## src/rtl/intersection_phase_scheduler.sv

```systemverilog
// intersection_phase_scheduler
//   Two-road (NS/EW) intersection phase sequencer with all-red clearance,
//   latched pedestrian walk requests and a seconds-remaining export for the
//   countdown display.
//   Optional feature macro: EMERG_PREEMPT_EN enables emergency preemption
//   (EMERG state, phase code 6). Without it emerg_req is ignored and code 6
//   is treated as an illegal state.
module intersection_phase_scheduler #(
   parameter int CLK_FREQ      = 50_000_000,
   parameter int NS_GREEN_TIME = 30,
   parameter int EW_GREEN_TIME = 25,
   parameter int YELLOW_TIME   = 5,
   parameter int ALL_RED_TIME  = 2,
   parameter int PED_TIME      = 20
) (
   input  logic       clk,
   input  logic       rst_n,
   input  logic       ped_req_ns,
   input  logic       ped_req_ew,
   input  logic       emerg_req,
   output logic       ns_r,
   output logic       ns_y,
   output logic       ns_g,
   output logic       ew_r,
   output logic       ew_y,
   output logic       ew_g,
   output logic       walk_ns,
   output logic       walk_ew,
   output logic       ped_wait_ns,
   output logic       ped_wait_ew,
   output logic [2:0] phase,
   output logic [5:0] remain
);

   localparam int            CW        = (CLK_FREQ > 1) ? $clog2(CLK_FREQ) : 1;
   localparam logic [CW-1:0] TICK_LAST = CW'(CLK_FREQ - 1);

   localparam logic [5:0] T_NS      = 6'(NS_GREEN_TIME);
   localparam logic [5:0] T_EW      = 6'(EW_GREEN_TIME);
   localparam logic [5:0] T_Y       = 6'(YELLOW_TIME);
   localparam logic [5:0] T_AR      = 6'(ALL_RED_TIME);
   // A granted walk stretches the green to at least the pedestrian time.
   localparam logic [5:0] T_NS_WALK = 6'((NS_GREEN_TIME > PED_TIME) ? NS_GREEN_TIME : PED_TIME);
   localparam logic [5:0] T_EW_WALK = 6'((EW_GREEN_TIME > PED_TIME) ? EW_GREEN_TIME : PED_TIME);

`ifdef EMERG_PREEMPT_EN
   localparam logic EMERG_EN = 1'b1;
`else
   localparam logic EMERG_EN = 1'b0;
`endif

   typedef enum logic [2:0] {
      S_NS_GREEN  = 3'd0,
      S_NS_YELLOW = 3'd1,
      S_ALL_RED_A = 3'd2,
      S_EW_GREEN  = 3'd3,
      S_EW_YELLOW = 3'd4,
      S_ALL_RED_B = 3'd5,
      S_EMERG     = 3'd6,
      S_ILLEGAL   = 3'd7
   } state_t;

   logic [CW-1:0] tick_cnt;
   logic          sec_tick;
   logic          last_sec;
   logic          emerg_active;

   state_t     state_q, state_d;
   logic [5:0] remain_q, remain_d;
   logic       walk_ns_d, walk_ew_d;
   logic       ped_wait_ns_d, ped_wait_ew_d;
   logic [2:0] ns_lamp_d, ew_lamp_d;   // {r, y, g}

   assign sec_tick     = (tick_cnt == TICK_LAST);
   assign last_sec     = sec_tick && (remain_q <= 6'd1);
   // Ties off to zero in the default build, so preemption paths are pruned.
   assign emerg_active = emerg_req & EMERG_EN;

   assign phase  = state_q;
   assign remain = remain_q;

   // Free-running one-second tick counter; never realigned to phase changes.
   always_ff @(posedge clk or negedge rst_n) begin
      // NOTE: sequential state uses non-blocking (<=) so every flop samples
      // pre-edge values, independent of statement order.
      if (!rst_n)
         tick_cnt <= '0;
      else if (sec_tick)
         tick_cnt <= '0;
      else
         tick_cnt <= tick_cnt + CW'(1);
   end

   // Next-state, countdown, pedestrian and lamp decode.
   always_comb begin
      // NOTE: every output of this block gets a default first, so no path
      // leaves a value unassigned and no latch is inferred.
      state_d       = state_q;
      remain_d      = sec_tick ? (remain_q - 6'd1) : remain_q;
      walk_ns_d     = walk_ns;
      walk_ew_d     = walk_ew;
      ped_wait_ns_d = ped_wait_ns | ped_req_ns;
      ped_wait_ew_d = ped_wait_ew | ped_req_ew;

      case (state_q)
         S_NS_GREEN: begin
            if (emerg_active || last_sec) begin
               state_d   = S_NS_YELLOW;
               remain_d  = T_Y;
               walk_ns_d = 1'b0;
            end
         end
         S_NS_YELLOW: begin
            if (last_sec) begin
               state_d  = S_ALL_RED_A;
               remain_d = T_AR;
            end
         end
         S_ALL_RED_A: begin
            if (last_sec) begin
               if (emerg_active) begin
                  state_d  = S_EMERG;
                  remain_d = 6'd0;
               end else begin
                  state_d = S_EW_GREEN;
                  // Entry edge: clear the grant, re-latch a request still held.
                  if (ped_wait_ew) begin
                     walk_ew_d     = 1'b1;
                     ped_wait_ew_d = ped_req_ew;
                     remain_d      = T_EW_WALK;
                  end else begin
                     remain_d = T_EW;
                  end
               end
            end
         end
         S_EW_GREEN: begin
            if (emerg_active || last_sec) begin
               state_d   = S_EW_YELLOW;
               remain_d  = T_Y;
               walk_ew_d = 1'b0;
            end
         end
         S_EW_YELLOW: begin
            if (last_sec) begin
               state_d  = S_ALL_RED_B;
               remain_d = T_AR;
            end
         end
         S_ALL_RED_B: begin
            if (last_sec) begin
               if (emerg_active) begin
                  state_d  = S_EMERG;
                  remain_d = 6'd0;
               end else begin
                  state_d = S_NS_GREEN;
                  if (ped_wait_ns) begin
                     walk_ns_d     = 1'b1;
                     ped_wait_ns_d = ped_req_ns;
                     remain_d      = T_NS_WALK;
                  end else begin
                     remain_d = T_NS;
                  end
               end
            end
         end
`ifdef EMERG_PREEMPT_EN
         S_EMERG: begin
            remain_d = 6'd0;
            if (!emerg_req) begin
               state_d  = S_ALL_RED_B;
               remain_d = T_AR;
            end
         end
`endif
         default: begin
            // Illegal code: fall back to the safe all-red clearance.
            state_d   = S_ALL_RED_B;
            remain_d  = T_AR;
            walk_ns_d = 1'b0;
            walk_ew_d = 1'b0;
         end
      endcase

      // Lamps follow the state being entered, so they update with it.
      ns_lamp_d = 3'b100;
      ew_lamp_d = 3'b100;
      case (state_d)
         S_NS_GREEN:  ns_lamp_d = 3'b001;
         S_NS_YELLOW: ns_lamp_d = 3'b010;
         S_EW_GREEN:  ew_lamp_d = 3'b001;
         S_EW_YELLOW: ew_lamp_d = 3'b010;
         default: begin
            ns_lamp_d = 3'b100;
            ew_lamp_d = 3'b100;
         end
      endcase
   end

   // State and registered outputs.
   always_ff @(posedge clk or negedge rst_n) begin
      if (!rst_n) begin
         state_q          <= S_ALL_RED_B;
         remain_q         <= T_AR;
         walk_ns          <= 1'b0;
         walk_ew          <= 1'b0;
         ped_wait_ns      <= 1'b0;
         ped_wait_ew      <= 1'b0;
         {ns_r, ns_y, ns_g} <= 3'b100;
         {ew_r, ew_y, ew_g} <= 3'b100;
      end else begin
         state_q          <= state_d;
         remain_q         <= remain_d;
         walk_ns          <= walk_ns_d;
         walk_ew          <= walk_ew_d;
         ped_wait_ns      <= ped_wait_ns_d;
         ped_wait_ew      <= ped_wait_ew_d;
         {ns_r, ns_y, ns_g} <= ns_lamp_d;
         {ew_r, ew_y, ew_g} <= ew_lamp_d;
      end
   end

endmodule

```

## config.mk

```make
export PLATFORM = sky130hd
export DESIGN_NAME = intersection_phase_scheduler
export DESIGN_NICKNAME = d
export VERILOG_FILES = /design/src/rtl/intersection_phase_scheduler.sv
export SDC_FILE = /design/constraint.sdc
export NUM_CORES = 1
export LEC_CHECK = 0
export ABC_CLOCK_PERIOD_IN_PS = 5300
export CORE_MARGIN = 3
export CORE_UTILIZATION = 50
export DETAILED_ROUTE_END_ITERATION = 10
export PLACE_DENSITY = 0.75
export SLEW_MARGIN = 15
export SYNTH_ARGS = -nofsm -noshare
export SYNTH_HDL_FRONTEND = slang
export SYNTH_SLANG_ARGS = --single-unit
export TNS_END_PERCENT = 10
```

## constraint.sdc

```tcl
create_clock -name clk -period 5.3 [get_ports clk]
set_clock_uncertainty 0.1 [all_clocks]
set_input_delay 1.06 -clock clk [delete_from_list [all_inputs] [get_ports clk]]
set_output_delay 1.06 -clock clk [all_outputs]
set_load 0.005 [all_outputs]
```

==> run summary, run 1 <==
* **result of the run** finished, final reports clean
* **antenna violations before repair** 0
* **Syn Inst Count** 216
* **count of hold buffers inserted by post-cts repair** 0
* **minimum clock period** 2650 ps
* **number of cell instances on the worst register-to-register path** 6
* **number of antenna cells inserted** 0
* **CP startpoint kind** register
* **post-layout instance count excluding filler cells** 287
* **post-route cell area** 2510 um^2
* **buffers and inverters on the worst path** 1
* **syn avg cell area** 10.1 um^2
* **Antenna Violating Nets Remaining** 0
* **leakage power figure** 1.09 nW
* **via count of the first global-routing pass** 1667
* **root buf cell** clkbuf_8
* **power density over the cells** 221 nW/um^2
* **number of max-cap violations** 0
* **HPWL after detailed placement** 2.90 mm
* **number of top-level pins** 24
* **layout overhead on the synthesized area** 15.0%
* **Slew Limit Headroom** 22.9%
* **overall power** 556 uW
* **endpoint of the worst register-to-register path** remain[3]
* **total clock buffers created by CTS** 5
* **number of design rule violations left after detail routing** 0
* **CTS Sinks** 45
* **summed negative setup slack over all endpoints** 0 ps
* **most common cell in the netlist** dfrtp_1
* **startpoint of the most critical setup path** phase[0]
* **number of enable-type register cells in the synthesized netlist** 0
* **DP Area** 2420 um^2
* **fraction of layout instances using a drive strength above 1** 9.70%
* **CTS tree** built
* **first-pass GRT wire length** 7.65 mm
* **Core Rows** 23
* **horizontal extent of the die** 72.1 um
* **family of cells with the greatest summed delay on the critical path** flip-flops
* **Post-CTS Setup Inserts** 0
* **Final Net Count** 244
* **Final Hold Vio Count** 0
* **most common flop cell mapped by yosys** dfrtp_1
* **Slowest Stage Delay on Critical Path** 640 ps
* **crit path cell chain** clkdlybuf4s50_1
* **core box area** 4120 um^2
* **buffers added on ports** 22
* **final setup fails** 0
* **GRT Resource Usage Total** 18.6%
* **Clock Pin Slew Worst Setup and Hold Paths** 90 ps
* **full die area** 5200 um^2
* **arrival time at the worst endpoint** 1490 ps
* **register-to-register setup slack** 2650 ps
* **Worst Setup Path Type** reg -> out
* **share of synthesized registers carrying an async set or reset** 100%
* **vias** 1632
* **Net Count, Synth** 224
* **floorplan die height** 72.1 um
* **number of distinct standard cells referenced by the synthesized netlist** 44
* **Critical-path top delay cell** dfstp_2
* **Routed WL** 4.24 mm
* **grt total ovfl** 0
* **launch instance of the worst register-to-register path** tick_cnt[0]
* **part of the cycle the worst path needs** 50.0%
* **register area share after synthesis** 51.9%
* **netlist area before placement** 2180 um^2
* **endpoint of the most critical setup path** phase[0]
* **maximum number of pins on one net before global-route repair** 46
* **worst ir drop on vdd** 120 uV
* **Worst-Margin Slew** 1150 ps
* **vias per inst** 5.69
* **Max Root-Sink Buffers** 2
* **First DRT Iteration DRCs** 83
* **number of instances in the placed design** 279
* **number of cells on the critical path** 1
* **unrepaired setup endpoints after global routing** no
* **detailed-routing iteration count for the pre-antenna-repair pass** 4
* **post-detailed-route wirelength per cell** 14.8 um
* **number of synthesized register bits** 45
* **ranking of synthesized cells by instance count** dfrtp_1, nand2_1, nor2_1, xnor2_1, nand3_1
* **data required time of the worst path** 4140 ps
* **Routability Congestion** 0.791
* **endpoint type of the worst setup path** output pin
* **Synth area leader** dfrtp_1
* **synth top area cells** dfrtp_1, dfstp_2, xnor2_1, nand2_1, xor2_1
* **initial cell density of the core** 53.1%
* **path category of the worst min-delay check** reg -> reg
* **Synth top area share** 45.8%
* **Skew-Pair Late Insertion Delay** 300 ps
* **Yosys Warn Count** 0
* **largest fanout on the critical path** 10
* **post-layout utilization of the core** 61.0%
* **Max Transition Viols Final** 0
* **H-tree level count** 2
* **Peak Freq** 377 MHz
* **post-CTS sizing** 0
## logic make-up after synthesis
group / share of synthesized area (%)
AOI/OAI and AO/OA: 10.1
xor gates and xnor gates: 7.62
adders and majority gates: 1.72
buffers and inverters: 3.61
DFF: 51.9
muxes: 3.38
and+or+nand+nor: 21.7
## routing by layer
metal / track usage [%] / wire length, um / part of all wire (%) / up-vias
met2: 30.3 / 2090 / 49 / 32
met3: 4.57 / 123 / 2.9 / 7
li1: - / - / - / 794
met4: 6.68 / 55 / 1.3 / 0
met1: 24.2 / 1970 / 47 / 799
met5: 0 / 0 / 0 / -
## metrics by stage
step / setup WS, ps / hold slack, ps
after floorplan: 3100 / 338
after global placement: 2750 / 354
after detailed placement: 2680 / 369
after CTS: 2630 / 380
after global routing: 2390 / 400
final: 2650 / 373
## layout by cell type (no fill, tap or decap), types with 4 or more instances in the layout
| cell | synthesis | layout |
|---|---|---|
| a21oi_1 | 9 | 9 |
| and3_1 | 5 | 5 |
| clkbuf_8 | 0 | 5 |
| clkdlybuf4s50_1 | 0 | 21 |
| dfrtp_1 | 40 | 40 |
| dfstp_2 | 5 | 5 |
| inv_1 | 9 | 9 |
| mux2i_1 | 4 | 4 |
| nand2_1 | 20 | 20 |
| nand2b_1 | 4 | 4 |
| nand3_1 | 11 | 11 |
| nand4_1 | 6 | 6 |
| nor2_1 | 16 | 16 |
| nor3_1 | 7 | 7 |
| o21ai_0 | 6 | 6 |
| xnor2_1 | 12 | 12 |
| xor2_1 | 7 | 7 |
## area by class of cell
class	instances	area, um^2
clock buffer	5	68.8
clock inverter	3	17.5
fill	363	1610
inverter	9	33.8
multi-input combinational	152	972
sequential	45	1130
tap	50	62.6
timing repair buffer	23	223
## flip-flops by register name, indices dropped and copies added (netlist names)
signal,flops
remain,6
ns_r,1
tick_cnt,26
ped_wait_ew,1
ew_r,1
walk_ns,1
ew_g,1
ns_y,1
ped_wait_ns,1
phase,3
walk_ew,1
ns_g,1
ew_y,1
## worst min path at each step
stage / start / to / slack (ps) / depth (start not counted)
finish: tick_cnt[21] / tick_cnt[21] / 370 / 1
floorplan: tick_cnt[21] / tick_cnt[21] / 340 / 1
detailed placement: tick_cnt[21] / tick_cnt[21] / 370 / 1
global route: tick_cnt[6] / tick_cnt[6] / 400 / 1
CTS: tick_cnt[21] / tick_cnt[21] / 380 / 1
global placement: tick_cnt[6] / tick_cnt[6] / 350 / 1
## report_power, final
part / switching, mW / internal (mW)
combinational: 0.00644 / 0.00164
sequential: 0.0000000000000000134 / 0.343
clock: 0.114 / 0.0910
total: 0.120 / 0.436
No activity file was read; power rests on OpenSTA's default activity.
==> run 2, diff against run 1 <==
--- a/config.mk
+++ b/config.mk
@@ -5,11 +5,11 @@
 export SDC_FILE = /design/constraint.sdc
 export NUM_CORES = 1
 export LEC_CHECK = 0
-export ABC_CLOCK_PERIOD_IN_PS = 5300
+export ABC_CLOCK_PERIOD_IN_PS = 2150
 export CORE_MARGIN = 3
 export CORE_UTILIZATION = 50
 export DETAILED_ROUTE_END_ITERATION = 10
-export PLACE_DENSITY = 0.75
+export PLACE_DENSITY = 0.78
 export SLEW_MARGIN = 15
 export SYNTH_ARGS = -nofsm -noshare
 export SYNTH_HDL_FRONTEND = slang
==> constraint.sdc (replaced) <==
create_clock -name clk -period 2.15 [get_ports clk]
set_clock_uncertainty 0.1 [all_clocks]
set_input_delay 0.43 -clock clk [delete_from_list [all_inputs] [get_ports clk]]
set_output_delay 0.43 -clock clk [all_outputs]
set_load 0.005 [all_outputs]
==> run 2 against run 1 <==
  * First-iteration DRC count grew 3.6%
  * Largest cell class unchanged
  * Critical path depth rose by 5
  * Sequential share of layout area is 4.0 points lower
  * Sequential power up 150%
  * Non-clock buffer count rose by 25
  * Routed wire length up 6.0%
  * Combinational power grew to 2.6 times the previous value
  * Register-to-register slack got worse by 2600 ps
  * Via count is 6.6% higher
  * Global-route usage grew 0.90 points
==> run summary, run 2 (same netlist as run 1, synthesis figures left out) <==
* **result of the run** finished, final reports clean
* **grt total ovfl** 0, unchanged
* **floorplan die height** 72.1 um, unchanged
* **endpoint of the worst register-to-register path** ped_wait_ns
* **M3 GR Usage** 3.74%, -0.83 points
* **CP startpoint kind** register
* **Skew-Pair Late Insertion Delay** 310 ps, about the same
* **part of the cycle the worst path needs** 95.8%
* **global routing met1 resource utilization** 24.8%, +0.66 points
* **number of cell instances on the worst register-to-register path** 6, unchanged
* **H-tree level count** 2, unchanged
* **Max Transition Viols Final** 0, unchanged
* **overall power** 1.51 mW, +170%
* **startpoint of the most critical setup path** tick_cnt[1]
* **register with the most flip-flops** tick_cnt
* **number of antenna cells inserted** 0, unchanged
* **power density over the cells** 549 nW/um^2, +150%
* **Antenna Violating Nets Remaining** 0, unchanged
* **crit path cell chain** ha_2, and3_4, nand4_1, or2_4, or4_4, a21o_1
* **detailed-routing iteration count for the pre-antenna-repair pass** 4, unchanged
* **via count of the first global-routing pass** 1790, +7.4%
* **Worst Setup Path Type** reg -> reg
* **CTS tree** built
* **data required time of the worst path** 2260 ps, -1880 ps
* **first-pass GRT wire length** 7.96 mm, +4.1%
* **register-to-register setup slack** 90 ps, -2560 ps
* **largest fanout on the critical path** 4, -6
* **worst ir drop on vdd** 361 uV, +200%
* **family of cells with the greatest summed delay on the critical path** simple AND/OR/NAND/NOR gates
* **First DRT Iteration DRCs** 86, +3.6%
* **core box area** 4120 um^2, unchanged
* **Routability Congestion** 0.806, +1.9%
* **buffers added on ports** 22, unchanged
* **count of hold buffers inserted by post-cts repair** 0, unchanged
* **CTS Sinks** 45, unchanged
* **initial cell density of the core** 53.1%, unchanged
* **antenna violations before repair** 0, unchanged
* **Core Rows** 23, unchanged
* **Routed WL** 4.49 mm, +6.0%
* **Final Net Count** 269, +10%
* **Slowest Stage Delay on Critical Path** 520 ps, -120 ps
* **endpoint of the most critical setup path** ped_wait_ns
* **final setup fails** 0, unchanged
* **total clock buffers created by CTS** 5, unchanged
* **root buf cell** clkbuf_8
* **grt peak-use layer** met2
* **number of max-cap violations** 0, unchanged
* **minimum clock period** 2060 ps
* **number of instances in the placed design** 302, +8.2%
* **Slew Limit Headroom** 63.1%, +40 points
* **Max Root-Sink Buffers** 2, unchanged
* **vias per inst** 5.58, -1.9%
* **PnR worst setup slack** 90.1 ps, -2560 ps
* **horizontal extent of the die** 72.1 um, unchanged
* **Worst-Margin Slew** 553 ps, -599 ps
* **maximum number of pins on one net before global-route repair** 46, unchanged
* **post-detailed-route wirelength per cell** 14.4 um, -2.5%
* **setup slack at placement** -70.0 ps, -2750 ps
* **leakage power figure** 1.24 nW, +13%
* **Clock Pin Slew Worst Setup and Hold Paths** 90 ps, about the same
* **commonest non-fill, non-tap cells in the layout** dfrtp_1, buf_4, clkdlybuf4s50_1
* **fraction of layout instances using a drive strength above 1** 20.2%, +11 points
* **full die area** 5200 um^2, unchanged
* **unrepaired setup endpoints after global routing** no
* **HPWL after detailed placement** 3.15 mm, +8.5%
* **layout overhead on the synthesized area** 26.2%
* **path category of the worst min-delay check** in -> async
* **number of top-level pins** 24, unchanged
* **post-layout instance count excluding filler cells** 312, +8.7%
* **Peak Freq** 485 MHz
* **endpoint type of the worst setup path** register
* **number of design rule violations left after detail routing** 0, unchanged
* **buffers and inverters on the worst path** 0, -1
* **arrival time at the worst endpoint** 2170 ps, +680 ps
* **flip-flop count of the largest register after layout** 26, unchanged
* **Final Hold Vio Count** 0, unchanged
* **GRT Resource Usage Total** 19.5%, +0.90 points
* **launch instance of the worst register-to-register path** tick_cnt[1]
* **vias** 1740, +6.6%
* **most common library cell in the layout ignoring fill and taps** dfrtp_1
* **global routing usage on met2** 32.4%, +2.0 points
* **number of cells on the critical path** 6, +5
* **Critical-path top delay cell** or4_4
* **summed negative setup slack over all endpoints** 0 ps, unchanged
[run 2: where the power goes]
| part | internal (mW) | switching [mW] | leakage (nW) |
|---|---|---|---|
| logic | 0.00522 | 0.0159 | 0.606 |
| clock network | 0.348 | 0.299 | 0.0543 |
| registers | 0.846 | 0.0000000000000000355 | 0.581 |
| total | 1.20 | 0.315 | 1.24 |
[run 2: what timing repair did]
action                                  in CTS  in global routing
setup buffers                                1                  1
endpoints found under the setup margin       2                  5
pin swaps                                    1                  4
resized for setup                            1                  5
[run 2: worst min path at each step]
stage                            from     endpoint  slack (ps)  depth (start not counted)
after floorplan                 rst_n         ew_g          30                          0
after global placement    tick_cnt[6]  tick_cnt[6]         360                          1
after detailed placement  tick_cnt[6]  tick_cnt[6]         360                          1
after CTS                       rst_n  tick_cnt[0]         110                          2
after global routing            rst_n  tick_cnt[0]         130                          2
final                           rst_n  tick_cnt[4]          90                          2
[run 2: area by class of cell]
cell class                 instances  area, um^2
clock buffer                       5        68.8
clock inverter                     3        46.3
fill                             331        1360
inverter                           9        33.8
multi-input combinational        152        1000
sequential                        45        1130
tap                               50        62.6
timing repair buffer              48         410
[run 2: layer usage]
layer,up-vias,wire length [um]
met5,-,0
met4,0,83
met3,9,126
met2,30,2270
met1,853,2020
li1,848,-
[run 2: through the flow]
stage | util [%] | instance area [um^2] | hold slack [ps]
floorplan | - | 2190 | 34.4
global placement | 63.1 | 2600 | 357
detailed placement | 63.1 | 2600 | 365
CTS | 66.3 | 2730 | 106
global route | 67.0 | 2760 | 133
finish | 67.0 | 2760 | 87.4
[run 2: worst register-to-register path, delay by kind of cell, from the launching register on]
family | cells | cell delay [ps]
AND/OR/NAND/NOR | 4 | 1110
flip-flops | 1 | 380
adder cells (fa/ha/maj) | 1 | 200
AO/OA/AOI/OAI | 1 | 170
==> run 3, diff against run 2 <==
--- a/config.mk
+++ b/config.mk
@@ -6,10 +6,12 @@
 export NUM_CORES = 1
 export LEC_CHECK = 0
 export ABC_CLOCK_PERIOD_IN_PS = 2150
+export CAP_MARGIN = 20
 export CORE_MARGIN = 3
 export CORE_UTILIZATION = 50
 export DETAILED_ROUTE_END_ITERATION = 10
-export PLACE_DENSITY = 0.78
+export HOLD_SLACK_MARGIN = 0.1
+export PLACE_DENSITY = 0.73
 export SLEW_MARGIN = 15
 export SYNTH_ARGS = -nofsm -noshare
 export SYNTH_HDL_FRONTEND = slang
==> run 3 against run 2 <==
  * Routed wire length fell by 2.8%
  * Critical path type unchanged
  * Worst hold slack improved by 19 ps
  * First-iteration DRC count fell by 26%
  * Power rose by 0.54%
  * Fmax fell by 0.75%
==> run summary, run 3 (same netlist as run 1, synthesis figures left out) <==
* **combinational group share of total power** 1.4%, about the same
* **Skew-Pair Late Insertion Delay** 290 ps, -20 ps
* **Sequential Power Share** 55.6%, -0.3 points
* **Worst Setup Path Type** reg -> reg
* **vias per inst** 5.40, -3.2%
* **power density over the cells** 554 nW/um^2, +0.91%
* **buffers added on ports** 22, unchanged
* **post-layout instance count excluding filler cells** 313, +0.32%
* **switching share of power** 19.2%, -1.6 points
* **path category of the worst min-delay check** in -> async
* **most common library cell in the layout ignoring fill and taps** dfrtp_1
* **number of antenna cells inserted** 0, unchanged
* **data required time of the worst path** 2240 ps, -20 ps
* **number of max-cap violations** 0, unchanged
* **full die area** 5200 um^2, unchanged
* **Final Hold Vio Count** 0, unchanged
* **Max Transition Viols Final** 0, unchanged
* **number of top-level pins** 24, unchanged
* **maximum number of pins on one net before global-route repair** 46, unchanged
* **leakage power figure** 1.25 nW, +0.42%
* **Clock Pin Slew Worst Setup and Hold Paths** 80 ps, about the same
* **switching component of the power** 292 uW, -7.3%
* **grt total ovfl** 0, unchanged
* **via count of the first global-routing pass** 1749, -2.3%
* **summed negative setup slack over all endpoints** 0 ps, unchanged
* **Slew Limit Headroom** 63.6%, +0.52 points
* **root buf cell** clkbuf_8
* **first-pass GRT wire length** 7.81 mm, -1.9%
* **antenna violations before repair** 0, unchanged
* **post-detailed-route wirelength per cell** 13.9 um, -3.2%
* **clock share of power** 43.0%, +0.3 points
* **final setup fails** 0, unchanged
* **overall power** 1.52 mW, +0.54%
* **result of the run** finished, final reports clean
* **Internal Pwr Total** 1.23 mW, +2.6%
* **Final Net Count** 270, +0.37%
* **CP startpoint kind** register
* **core box area** 4120 um^2, unchanged
* **fraction of layout instances using a drive strength above 1** 19.4%, -0.84 points
* **part of the cycle the worst path needs** 96.5%, +0.73 points
* **flip-flop count of the largest register after layout** 26, unchanged
* **Peak Freq** 482 MHz, -0.75%
* **First DRT Iteration DRCs** 64, -26%
* **Worst-Margin Slew** 545 ps, -7.76 ps
* **largest fanout on the critical path** 4, unchanged
* **vias** 1690, -2.9%
* **setup slack at placement** -1.42 ps, +68.6 ps
* **HPWL after detailed placement** 3.09 mm, -1.8%
* **H-tree level count** 2, unchanged
* **Routed WL** 4.37 mm, -2.8%
* **register with the most flip-flops** tick_cnt
* **Core Rows** 23, unchanged
* **endpoint type of the worst setup path** register
* **initial cell density of the core** 53.1%, unchanged
* **worst ir drop on vdd** 348 uV, -3.5%
* **number of instances in the placed design** 303, +0.33%
* **GRT Resource Usage Total** 18.8%, -0.71 points
* **CTS tree** built
* **floorplan die height** 72.1 um, unchanged
* **total clock buffers created by CTS** 5, unchanged
* **PnR worst setup slack** 74.5 ps, -15.6 ps
* **Routability Congestion** 0.837, +3.8%
* **minimum clock period** 2080 ps, +15.6 ps
* **commonest non-fill, non-tap cells in the layout** dfrtp_1, buf_4, clkdlybuf4s50_1
* **Max Root-Sink Buffers** 2, unchanged
* **layout overhead on the synthesized area** 25.8%
* **CTS Sinks** 45, unchanged
* **post-layout utilization of the core** 66.7%, -0.24 points
* **horizontal extent of the die** 72.1 um, unchanged
* **detailed-routing iteration count for the pre-antenna-repair pass** 4, unchanged
* **number of design rule violations left after detail routing** 0, unchanged
* **Antenna Violating Nets Remaining** 0, unchanged
* **arrival time at the worst endpoint** 2170 ps, about the same
[run 3: cell count changes in the layout (fill, tap and decap cells not counted), sizes merged]
cell and delta:
clkbuf +2, clkinvlp -1, clkinv -1, buf +1
[run 3: cell type report]
| cell class | count | area, um^2 |
|---|---|---|
| fillers | 338 | 1370 |
| flip-flops and latches | 45 | 1130 |
| multi-input cells | 152 | 983 |
| repair buffers | 49 | 418 |
| clock buffers | 7 | 86.3 |
| well taps | 50 | 62.6 |
| inverters | 9 | 33.8 |
| clock inverters | 1 | 30.0 |
[run 3: repair_timing]
action,CTS,global route
buffers inserted,0,2
cloned,0,0
hold buffers,0,0
pin swaps,1,0
gates resized for setup,1,2
endpoints found under the setup margin,1,8
[run 3: per-layer routing]
layer	part of all wire, %	track usage [%]	up-vias
li1	-	-	851
met1	46	23.3	810
met2	50	33.4	24
met3	3.0	4.43	5
met4	0.89	3.97	0
met5	0	0	-
[run 3: power groups by stage]
stage	logic [mW]	registers, mW	clock network [mW]
floorplan	0.000289	0.863	0
global placement	0.0226	0.862	0
detailed placement	0.0228	0.862	0
CTS	0.0228	0.846	0.674
global route	0.0248	0.846	0.704
finish	0.0210	0.846	0.655
[run 3: path summary, 6_finish.rpt]
| path | start | endpoint | slack [ps] | cells after the start |
|---|---|---|---|---|
| worst max-delay path | tick_cnt[9] | ped_wait_ns | 70 | 5 |
| worst min register to register | tick_cnt[21] | tick_cnt[21] | 370 | 1 |
| max in group asynchronous | rst_n | remain[1] | 1470 | 2 |
| worst max register to register | tick_cnt[9] | ped_wait_ns | 70 | 5 |
| min in group clk | tick_cnt[21] | tick_cnt[21] | 370 | 1 |
| worst min-delay path | rst_n | tick_cnt[6] | 110 | 2 |
[run 3: worst max-delay path, stage by stage (launching register included)]
cell     delay [ps]
dfrtp_1         390
nor4b_2         290
nand4_1         190
or2_4           300
or4_4           520
a21o_1          180
[run 3: through the flow]
step                hold WS (ps)  instance area (um^2)
finish                       106                  2750
global route                 142                  2750
CTS                          123                  2730
detailed placement           364                  2610
global placement             355                  2610
floorplan                   34.4                  2190
